==> config.mk <==
export PLATFORM = sky130hd
export DESIGN_NAME = note_pattern_loader
export DESIGN_NICKNAME = d
export VERILOG_FILES = /design/src/rtl/note_pattern_loader.sv
export SDC_FILE = /design/constraint.sdc
export NUM_CORES = 1
export LEC_CHECK = 0
export ABC_CLOCK_PERIOD_IN_PS = 2100
export CORE_UTILIZATION = 40
export CTS_BUF_LIST = sky130_fd_sc_hd__clkbuf_4 sky130_fd_sc_hd__clkbuf_8
export DETAILED_ROUTE_END_ITERATION = 8
export GPL_TIMING_DRIVEN = 0
export SLEW_MARGIN = 25
export SYNTH_ARGS = -nofsm -noshare
export SYNTH_HDL_FRONTEND = slang
export SYNTH_SLANG_ARGS = --single-unit
==> constraint.sdc <==
create_clock -name i_clk -period 2.1 [get_ports i_clk]
set_clock_uncertainty 0.2 [all_clocks]
set_input_delay 0.42 -clock i_clk [delete_from_list [all_inputs] [get_ports i_clk]]
set_output_delay 0.42 -clock i_clk [all_outputs]
set_load 0.05 [all_outputs]
==> src/rtl/note_pattern_loader.sv <==
// note_pattern_loader
//   Loads the note pattern RAM that the channel note sequencers read. It
//   receives framed uploads on a byte stream:
//     SYNC_BYTE, count N (1..DEPTH), N x {lo, hi}, checksum.
//   The checksum is the 8-bit modular sum of the count byte and all entry
//   bytes. Each entry is written to the RAM write port one cycle after its
//   hi byte arrives. The sequencers are held off while the pattern is being
//   rewritten. The pattern length is published only after the checksum has
//   been verified.
//
// Ports
//   i_clk, i_rst      clock, synchronous active-high reset
//   i_byte            stream data
//   i_byte_valid      i_byte valid this cycle
//   o_byte_ready      loader accepts i_byte (low only during a RAM write)
//   o_wr_en           one-cycle RAM write strobe
//   o_wr_addr         RAM write address
//   o_wr_data         RAM write data {hi, lo}
//   o_seq_hold        sequencers held in reset while high
//   o_pattern_valid   RAM holds a complete, verified pattern
//   o_pattern_last    index of the last valid entry (N-1)
//   o_done_stb        one-cycle pulse on a successful frame
//   o_error           sticky error flag, cleared by the next accepted sync
module note_pattern_loader #(
    parameter int         ADDR_WIDTH     = 5,
    parameter logic [7:0] SYNC_BYTE      = 8'hA5,
    parameter int         TIMEOUT_CYCLES = 1000000
) (
    input  logic                  i_clk,
    input  logic                  i_rst,
    input  logic [7:0]            i_byte,
    input  logic                  i_byte_valid,
    output logic                  o_byte_ready,
    output logic                  o_wr_en,
    output logic [ADDR_WIDTH-1:0] o_wr_addr,
    output logic [15:0]           o_wr_data,
    output logic                  o_seq_hold,
    output logic                  o_pattern_valid,
    output logic [ADDR_WIDTH-1:0] o_pattern_last,
    output logic                  o_done_stb,
    output logic                  o_error
);

    localparam int DEPTH = 2 ** ADDR_WIDTH;
    localparam int TW    = $clog2(TIMEOUT_CYCLES + 1);

    typedef enum logic [2:0] {
        S_IDLE,
        S_COUNT,
        S_LO,
        S_HI,
        S_WRITE,
        S_CSUM
    } state_t;

    state_t                state;
    logic [ADDR_WIDTH-1:0] addr;
    logic [ADDR_WIDTH-1:0] n_last;
    logic [7:0]            lo_byte;
    logic [7:0]            sum;
    logic [TW-1:0]         idle_cnt;

    logic xfer;
    logic count_ok;
    logic timer_on;
    logic timed_out;
    logic err_now;

    function automatic logic [7:0] csum_add(input logic [7:0] acc, input logic [7:0] b);
        return acc + b;
    endfunction

    assign o_byte_ready = (state != S_WRITE);
    assign xfer         = i_byte_valid && o_byte_ready;
    assign count_ok     = (i_byte != 8'd0) && ({1'b0, i_byte} <= 9'(DEPTH));
    assign timer_on     = (state == S_COUNT) || (state == S_LO) ||
                          (state == S_HI)    || (state == S_CSUM);
    // T consecutive idle clocks in a timed state abort the frame.
    assign timed_out    = (idle_cnt == TW'(TIMEOUT_CYCLES - 1));

    always_comb begin
        err_now = 1'b0;
        if (state == S_COUNT && xfer && !count_ok)
            err_now = 1'b1;
        if (state == S_CSUM && xfer && (i_byte != sum))
            err_now = 1'b1;
        if (timer_on && !xfer && timed_out)
            err_now = 1'b1;
    end

    // Control state and published outputs
    always_ff @(posedge i_clk) begin
        if (i_rst) begin
            state           <= S_IDLE;
            addr            <= '0;
            idle_cnt        <= '0;
            o_wr_en         <= 1'b0;
            o_wr_addr       <= '0;
            o_wr_data       <= '0;
            o_seq_hold      <= 1'b0;
            o_pattern_valid <= 1'b0;
            o_pattern_last  <= '0;
            o_done_stb      <= 1'b0;
            o_error         <= 1'b0;
        end else begin
            o_wr_en    <= 1'b0;
            o_done_stb <= 1'b0;

            if (!timer_on || xfer)
                idle_cnt <= '0;
            else
                idle_cnt <= idle_cnt + 1'b1;

            if (err_now) begin
                o_error    <= 1'b1;
                o_seq_hold <= 1'b0;
                state      <= S_IDLE;
            end else begin
                case (state)
                    S_IDLE: begin
                        // Anything other than sync is discarded here.
                        if (xfer && i_byte == SYNC_BYTE) begin
                            o_seq_hold      <= 1'b1;
                            o_pattern_valid <= 1'b0;
                            o_error         <= 1'b0;
                            state           <= S_COUNT;
                        end
                    end
                    S_COUNT: begin
                        if (xfer) begin
                            addr  <= '0;
                            state <= S_LO;
                        end
                    end
                    S_LO: begin
                        if (xfer)
                            state <= S_HI;
                    end
                    S_HI: begin
                        if (xfer) begin
                            o_wr_en   <= 1'b1;
                            o_wr_addr <= addr;
                            o_wr_data <= {i_byte, lo_byte};
                            state     <= S_WRITE;
                        end
                    end
                    S_WRITE: begin
                        if (addr == n_last) begin
                            state <= S_CSUM;
                        end else begin
                            addr  <= addr + 1'b1;
                            state <= S_LO;
                        end
                    end
                    S_CSUM: begin
                        // Mismatch is handled by err_now above.
                        if (xfer) begin
                            o_seq_hold      <= 1'b0;
                            o_pattern_valid <= 1'b1;
                            o_pattern_last  <= n_last;
                            o_done_stb      <= 1'b1;
                            state           <= S_IDLE;
                        end
                    end
                    default: state <= S_IDLE;
                endcase
            end
        end
    end

    // Frame data capture: lo byte, entry count and running checksum
    always_ff @(posedge i_clk) begin
        if (xfer) begin
            case (state)
                S_IDLE:  sum <= 8'd0;
                S_COUNT: begin
                    sum    <= csum_add(sum, i_byte);
                    n_last <= ADDR_WIDTH'(i_byte - 8'd1);
                end
                S_LO: begin
                    lo_byte <= i_byte;
                    sum     <= csum_add(sum, i_byte);
                end
                S_HI:    sum <= csum_add(sum, i_byte);
                default: ;
            endcase
        end
    end

endmodule

==> key figures <==
Run status
  – Outcome: finished, violations left
  – Failing checks: negative setup slack

Clock tree
  – CTS Hold Bufs: 0
  – CTS max path bufs: 2
  – Worst-Skew Late Latency: 0.35 ns
  – CTS tree: yes
  – Clock sinks: 80
  – Clk root buf: clkbuf_8
  – CTS clk-pin slew, worst paths: 0.09 ns
  – CTS HTree Levels: 3
  – CTS Buf Count: 9

Timing
  – Fmax: 463.4 MHz
  – Final Critical Period: 2.158 ns
  – Setup Viol. Count Final: 5
  – Final setup margin: -0.05781 ns
  – Setup Total Neg Slack: -0.1513 ns
  – Slew Limit Headroom: 54.79%
  – Worst-margin pin slew: 0.6756 ns
  – Post-route clock period utilization: 102.8%
  – RSZ-0062 raised after global routing: true
  – Final Hold Fails: 0
  – Max Slew Vio Count: 0
  – Hold WS: 0.1467 ns

Finish
  – N_diodes: 0
  – Post-layout util: 54.25%
  – Fin cells: 566
  – Layout cells sized above 1: 18.78%
  – Nets: 477
  – Most frequent cells in the layout: nand2_1, dfxtp_1, nor2_1
  – Commonest non-fill, non-tap cell in the layout: nand2_1
  – Layout area overhead: 30.18%

Place
  – DP HPWL: 5.679 mm
  – GP Congestion: 0.8210
  – Placed cells: 537
  – PortBufs: 41

Route
  – DRT Wirelength: 8.400 mm
  – Post-route DRC: 0
  – DR pass1 iterations: 4
  – Average vias per placed instance: 5.198
  – Via count: 2942
  – Routed WL per cell: 14.84 µm
  – Antenna-violating nets left: 0
  – DR iter-0 viols: 152

Floorplan
  – DIE HEIGHT: 97.56 µm
  – Placeable Area: 8763 µm²
  – Rows: 34
  – Ports: 43
  – Initial Util: 41.68%
  – Die width: 97.56 µm
  – Full die area: 9517 µm²

Power
  – Comb pwr share: 10.8%
  – Clock power frac: 39.2%
  – VDD IR max: 0.4201 mV
  – Psw: 0.8161 mW
  – Sw Share: 24.94%
  – Seq pwr share: 50.0%
  – Total Power: 3.272 mW
  – Leakage dissipation: 1.787 nW
  – Internal: 2.456 mW
  – Power Density: 688.2 nW/µm²

Synth
  – Register bit total from synthesis: 80
  – Synth warn: 0
  – Sequential area share after synthesis: 49.61%
  – Avg Cell Area, Syn: 9.413 µm²
  – Post-synth EDFFs: 21
  – Post-synthesis instance total: 388
  – Ys async rst share: 0%
  – Netlist Area Pre-Place: 3652 µm²
  – Mapped Nets: 412
  – Post-synthesis cell type count: 53
  – Primary FF master, synth: dfxtp_1

Global route
  – Largest net degree at the start of global routing: 15
  – GRT Util Overall: 18.17%
  – First-pass GRT wire length: 13.66 mm
  – Vias in the first global route: 2769
  – Met1 Use GR: 23.86%
  – M2 GR Usage: 29.69%
  – Gr ovfl total: 0
  – Met3 Use GR: 4.029%
  – Grt peak-use layer: met2
  – Initial antenna violation count: 0

Worst setup path
  – WS Path Type: reg -> reg
  – CP Launch Type: flip-flop
  – Critical path data arrival time: 2.18 ns
  – Worst Path Required: 2.12 ns
  – CP max FO: 3
  – Crit path capture type: flip-flop

Hold path
  – HP Class: in -> reg

Flow run
  – Max Cap Viol: 0
[cell usage after synthesis, types with 3 or more instances]
cell type   n  area (µm²)
and3_1      4       25.02
a21oi_1    30       150.1
o21ai_0     9       45.04
inv_1      11       41.29
xnor2_1    16       140.1
dfxtp_1    59        1181
nor2_1     40       150.1
nor3_1      7       35.03
nand2_1    69       259.0
o41ai_1     4       35.03
o211ai_1    3       22.52
nand4_1     4       25.02
mux2i_1     6       60.06
and2_1      4       25.02
xor2_1     15       131.4
ha_1       12       150.1
nor4_1      3       18.77
nand3_1    17       85.08
or3_1       4       25.02
clkbuf_1   11       41.29
edfxtp_1   21       630.6
[routing by layer]
layer | vias to the layer above | part of all wire (%)
li1 | 1481 | -
met3 | 12 | 3.8
met1 | 1397 | 46
met2 | 52 | 48
met4 | 0 | 1.6
met5 | - | 0
[path summary, 6_finish.rpt]
kind                            cells past startpoint            to          from  slack (ns)
worst max-delay path                                8       addr[3]        sum[1]       -0.06
worst min-delay path                                1    lo_byte[0]     i_byte[0]        0.15
worst max register to register                      8       addr[3]        sum[1]       -0.06
worst min register to register                      2  o_wr_addr[2]  o_wr_addr[2]        0.25
[state kept, by name, summed over array words and instances (netlist names)]
signal and count:
sum 8, o_seq_hold 1, idle_cnt 20, lo_byte 8
o_pattern_valid 1, o_wr_en 1, o_error 1, o_wr_addr 5
o_pattern_last 5, o_done_stb 1, o_wr_data 16, addr 5
n_last 5, state 3
[kinds of logic (layout without fill, tap and decap cells)]
logic type / after synthesis / after routing / synth area share (%)
compound gates: 61 / 62 / 10.59
xor+xnor: 31 / 31 / 7.434
fa+ha+maj: 13 / 13 / 4.659
buf+inv: 26 / 95 / 3.220
flops: 80 / 80 / 49.61
mux: 6 / 6 / 1.644
simple gates: 171 / 171 / 22.85
[power by group through the flow]
stage | logic (mW) | clock network [mW] | registers [mW]
final | 0.353 | 1.28 | 1.64
after global routing | 0.393 | 1.36 | 1.64
after CTS | 0.321 | 1.30 | 1.64
after detailed placement | 0.288 | 0 | 1.67
after global placement | 0.284 | 0 | 1.67
after floorplan | 0.194 | 0 | 1.67
[worst max-delay path, cell delays in order (launching register included)]
cell and delay, ns:
edfxtp_1 0.45, ha_4 0.25, nor4_4 0.27, a31o_4 0.22, buf_6 0.11, o31ai_4 0.08
buf_12 0.15, o41ai_2 0.19, a21oi_1 0.10
[layout make-up]
type | instances | area (µm²)
sequential | 80 | 1818
clock buffer | 10 | 131.4
buffer | 15 | 82.58
clock inverter | 6 | 92.59
tap | 108 | 135.1
fill | 823 | 4009
inverter | 11 | 41.29
timing repair buffer | 53 | 500.5
multi-input combinational | 283 | 1953
[per-stage QoR]
stage          area [µm²]  setup slack (ns)
6_report             4755          -0.05781
5_1_grt              4755           -0.1097
4_1_cts              4611          -0.06791
3_5_place_dp         4213           -0.9830
3_3_place_gp         4213           -0.8959
2_1_floorplan        3667          -0.02700
[what timing repair did]
action                     4_1_cts  5_1_grt
pin swaps                       16       13
setup endpoints to repair       52       40
gates resized for setup         77       36
buffers inserted                 9        5
cloned                           1        0
(Power assumes the default switching activity.)
==> variant, RTL diff (same flow settings) <==
Register the output `o_error` once more, without a reset; this adds one clock of latency there. The other outputs are not delayed to match.
--- a/src/rtl/note_pattern_loader.sv
+++ b/src/rtl/note_pattern_loader.sv
@@ -53,6 +53,8 @@
         S_CSUM
     } state_t;
 
+    logic o_error_s0;
+
     state_t                state;
     logic [ADDR_WIDTH-1:0] addr;
     logic [ADDR_WIDTH-1:0] n_last;
@@ -101,7 +103,7 @@
             o_pattern_valid <= 1'b0;
             o_pattern_last  <= '0;
             o_done_stb      <= 1'b0;
-            o_error         <= 1'b0;
+            o_error_s0      <= 1'b0;
         end else begin
             o_wr_en    <= 1'b0;
             o_done_stb <= 1'b0;
@@ -112,7 +114,7 @@
                 idle_cnt <= idle_cnt + 1'b1;
 
             if (err_now) begin
-                o_error    <= 1'b1;
+                o_error_s0 <= 1'b1;
                 o_seq_hold <= 1'b0;
                 state      <= S_IDLE;
             end else begin
@@ -122,7 +124,7 @@
                         if (xfer && i_byte == SYNC_BYTE) begin
                             o_seq_hold      <= 1'b1;
                             o_pattern_valid <= 1'b0;
-                            o_error         <= 1'b0;
+                            o_error_s0      <= 1'b0;
                             state           <= S_COUNT;
                         end
                     end
@@ -187,5 +189,9 @@
         end
     end
 
+    always_ff @(posedge i_clk) begin
+        o_error <= o_error_s0;
+    end
+
 endmodule
 
Check against the original RTL: not equivalent (Yosys sat finds a counterexample within 4 cycles, from zero or initial values and one cycle with i_rst high).
==> variant against the unedited design <==
The flow finishes with violations (DRC, setup timing); worst setup slack improved by 0.012 ns; synthesized area rose by 0.55%; maximum frequency rose by 0.56%; design area fell by 1.7%; sequential cell count rose by 1; power fell by 3.6%; via count fell by 0.10%; wire length fell by 0.93%; largest cell class unchanged.
==> variant: results (changes against the unedited design) <==
Outcome: complete, but fails checks
Failing checks: DRC, setup timing
Fill cells: 831 (+0.97%)
Relative slew margins: 0.511 (-0.0366)
Nets: 475 (-0.42%)
Share of cells above drive strength 1: 0.160 (-0.0277)
R2r startpoint: sum[6]$_SDFFCE_PN0P_
GRT Total Usage: 0.182 (+0.000336)
Placed Cells incl. Taps: 538 (+0.19%)
Post-Syn Nets: 413 (+0.24%)
DP Wirelength: 5.71 mm (+0.59%)
PnR worst setup slack: -0.0459 ns (+0.0119 ns)
Reg-to-reg slack, setup: -0.03 ns (+0.03 ns)
Total Wirelength: 8.32 mm (-0.93%)
Yosys top cell area share: 0.327 (+0.00369)
Max VDD drop: 0.000399 V (-5.1%)
Top post-synthesis cells by area: dfxtp_1 33%, edfxtp_1 17%, nand2_1 7.1%
WL per Instance: 14.8 microns (-0.58%)
Worst r2r dst: addr[2]$_SDFFE_PP0P_
IO buf count: 41 (unchanged)
Final setup viols: 9 (+4)
Static leakage: 0.00175 uW (-2.3%)
RePlAce Congestion: 0.819 (-0.21%)
Vias: 2939 (-0.10%)
Max FO, Critical Path: 8 (+5)
Vias in the first global route: 2845 (+2.7%)
Setup_tns: -0.204 ns (-0.0524 ns)
DRC violation count after routing: 2 (+2)
Register area share after synthesis: 0.499 (+0.00275)
Drt first pass iters: 6 (+2)
Switching part of the total: 0.259 (+0.00977)
Critical path origin: i_byte[5]
## variant: area by class of cell
type,instances,share of cell area
inverter,11,0.00884
clock inverter,7,0.0147
multi-input combinational,282,0.409
buffer,15,0.0169
sequential,81,0.393
tap,108,0.0289
timing repair buffer,51,0.103
clock buffer,9,0.0265
## variant: how the worst min path moves through the flow
stage	slack, ns	start	end	depth (start not counted)
3_3_place_gp	0.15	o_error_s0$_SDFFE_PP0P_	o_error$_DFF_P_	0
5_1_grt	0.17	o_error_s0$_SDFFE_PP0P_	o_error$_DFF_P_	0
2_1_floorplan	0.13	o_error_s0$_SDFFE_PP0P_	o_error$_DFF_P_	0
4_1_cts	0.16	o_error_s0$_SDFFE_PP0P_	o_error$_DFF_P_	0
6_report	0.16	o_error_s0$_SDFFE_PP0P_	o_error$_DFF_P_	0
3_5_place_dp	0.14	o_error_s0$_SDFFE_PP0P_	o_error$_DFF_P_	0
## variant: metal layers
metal | global-route usage | part of all wire | vias up
met2 | 0.314 | 0.50 | 41
met5 | 0 | 0 | -
met3 | 0.0358 | 0.030 | 11
met4 | 0.0699 | 0.014 | 0
met1 | 0.225 | 0.46 | 1414
li1 | - | - | 1473
## variant: logic make-up (layout without fill, tap and decap cells)
family,after synthesis,in the layout,share of synthesized area
xor gates and xnor gates,31,31,0.0739
and+or+nand+nor,171,171,0.227
adders and majority gates,13,13,0.0463
DFF,81,81,0.499
AOI/OAI and AO/OA,61,61,0.105
buffers and inverters,26,93,0.0320
muxes,6,6,0.0164
## variant: power by group through the flow
stage               Sequential [uW]  Clock, uW  Combinational, uW
CTS                            1660       1180                331
floorplan                      1690          0                194
finish                         1660       1140                355
global route                   1660       1220                392
global placement               1690          0                284
detailed placement             1690          0                288
## variant: critical path, cell delays in order
cell and delay (ns):
clkdlybuf4s15_1 0.33, ha_4 0.34, nor3_2 0.20, a31o_2 0.21
o31ai_4 0.08, buf_12 0.14, buf_12 0.12, o41ai_2 0.21
a21oi_1 0.10
## variant: timing repair
action | in CTS | in global routing
endpoints found under the setup margin | 53 | 34
gates resized for setup | 78 | 15
gates cloned | 0 | 0
pin swaps | 13 | 5
hold buffers | 0 | 0
buffers inserted | 8 | 3
## variant: through the flow
stage | utilization | cell area, sq um | setup WS [ns]
floorplan | - | 3690 | -0.0270
global placement | 0.481 | 4230 | -0.913
detailed placement | 0.481 | 4230 | -0.943
CTS | 0.522 | 4600 | -0.0283
global route | 0.531 | 4670 | -0.125
finish | 0.531 | 4670 | -0.0459
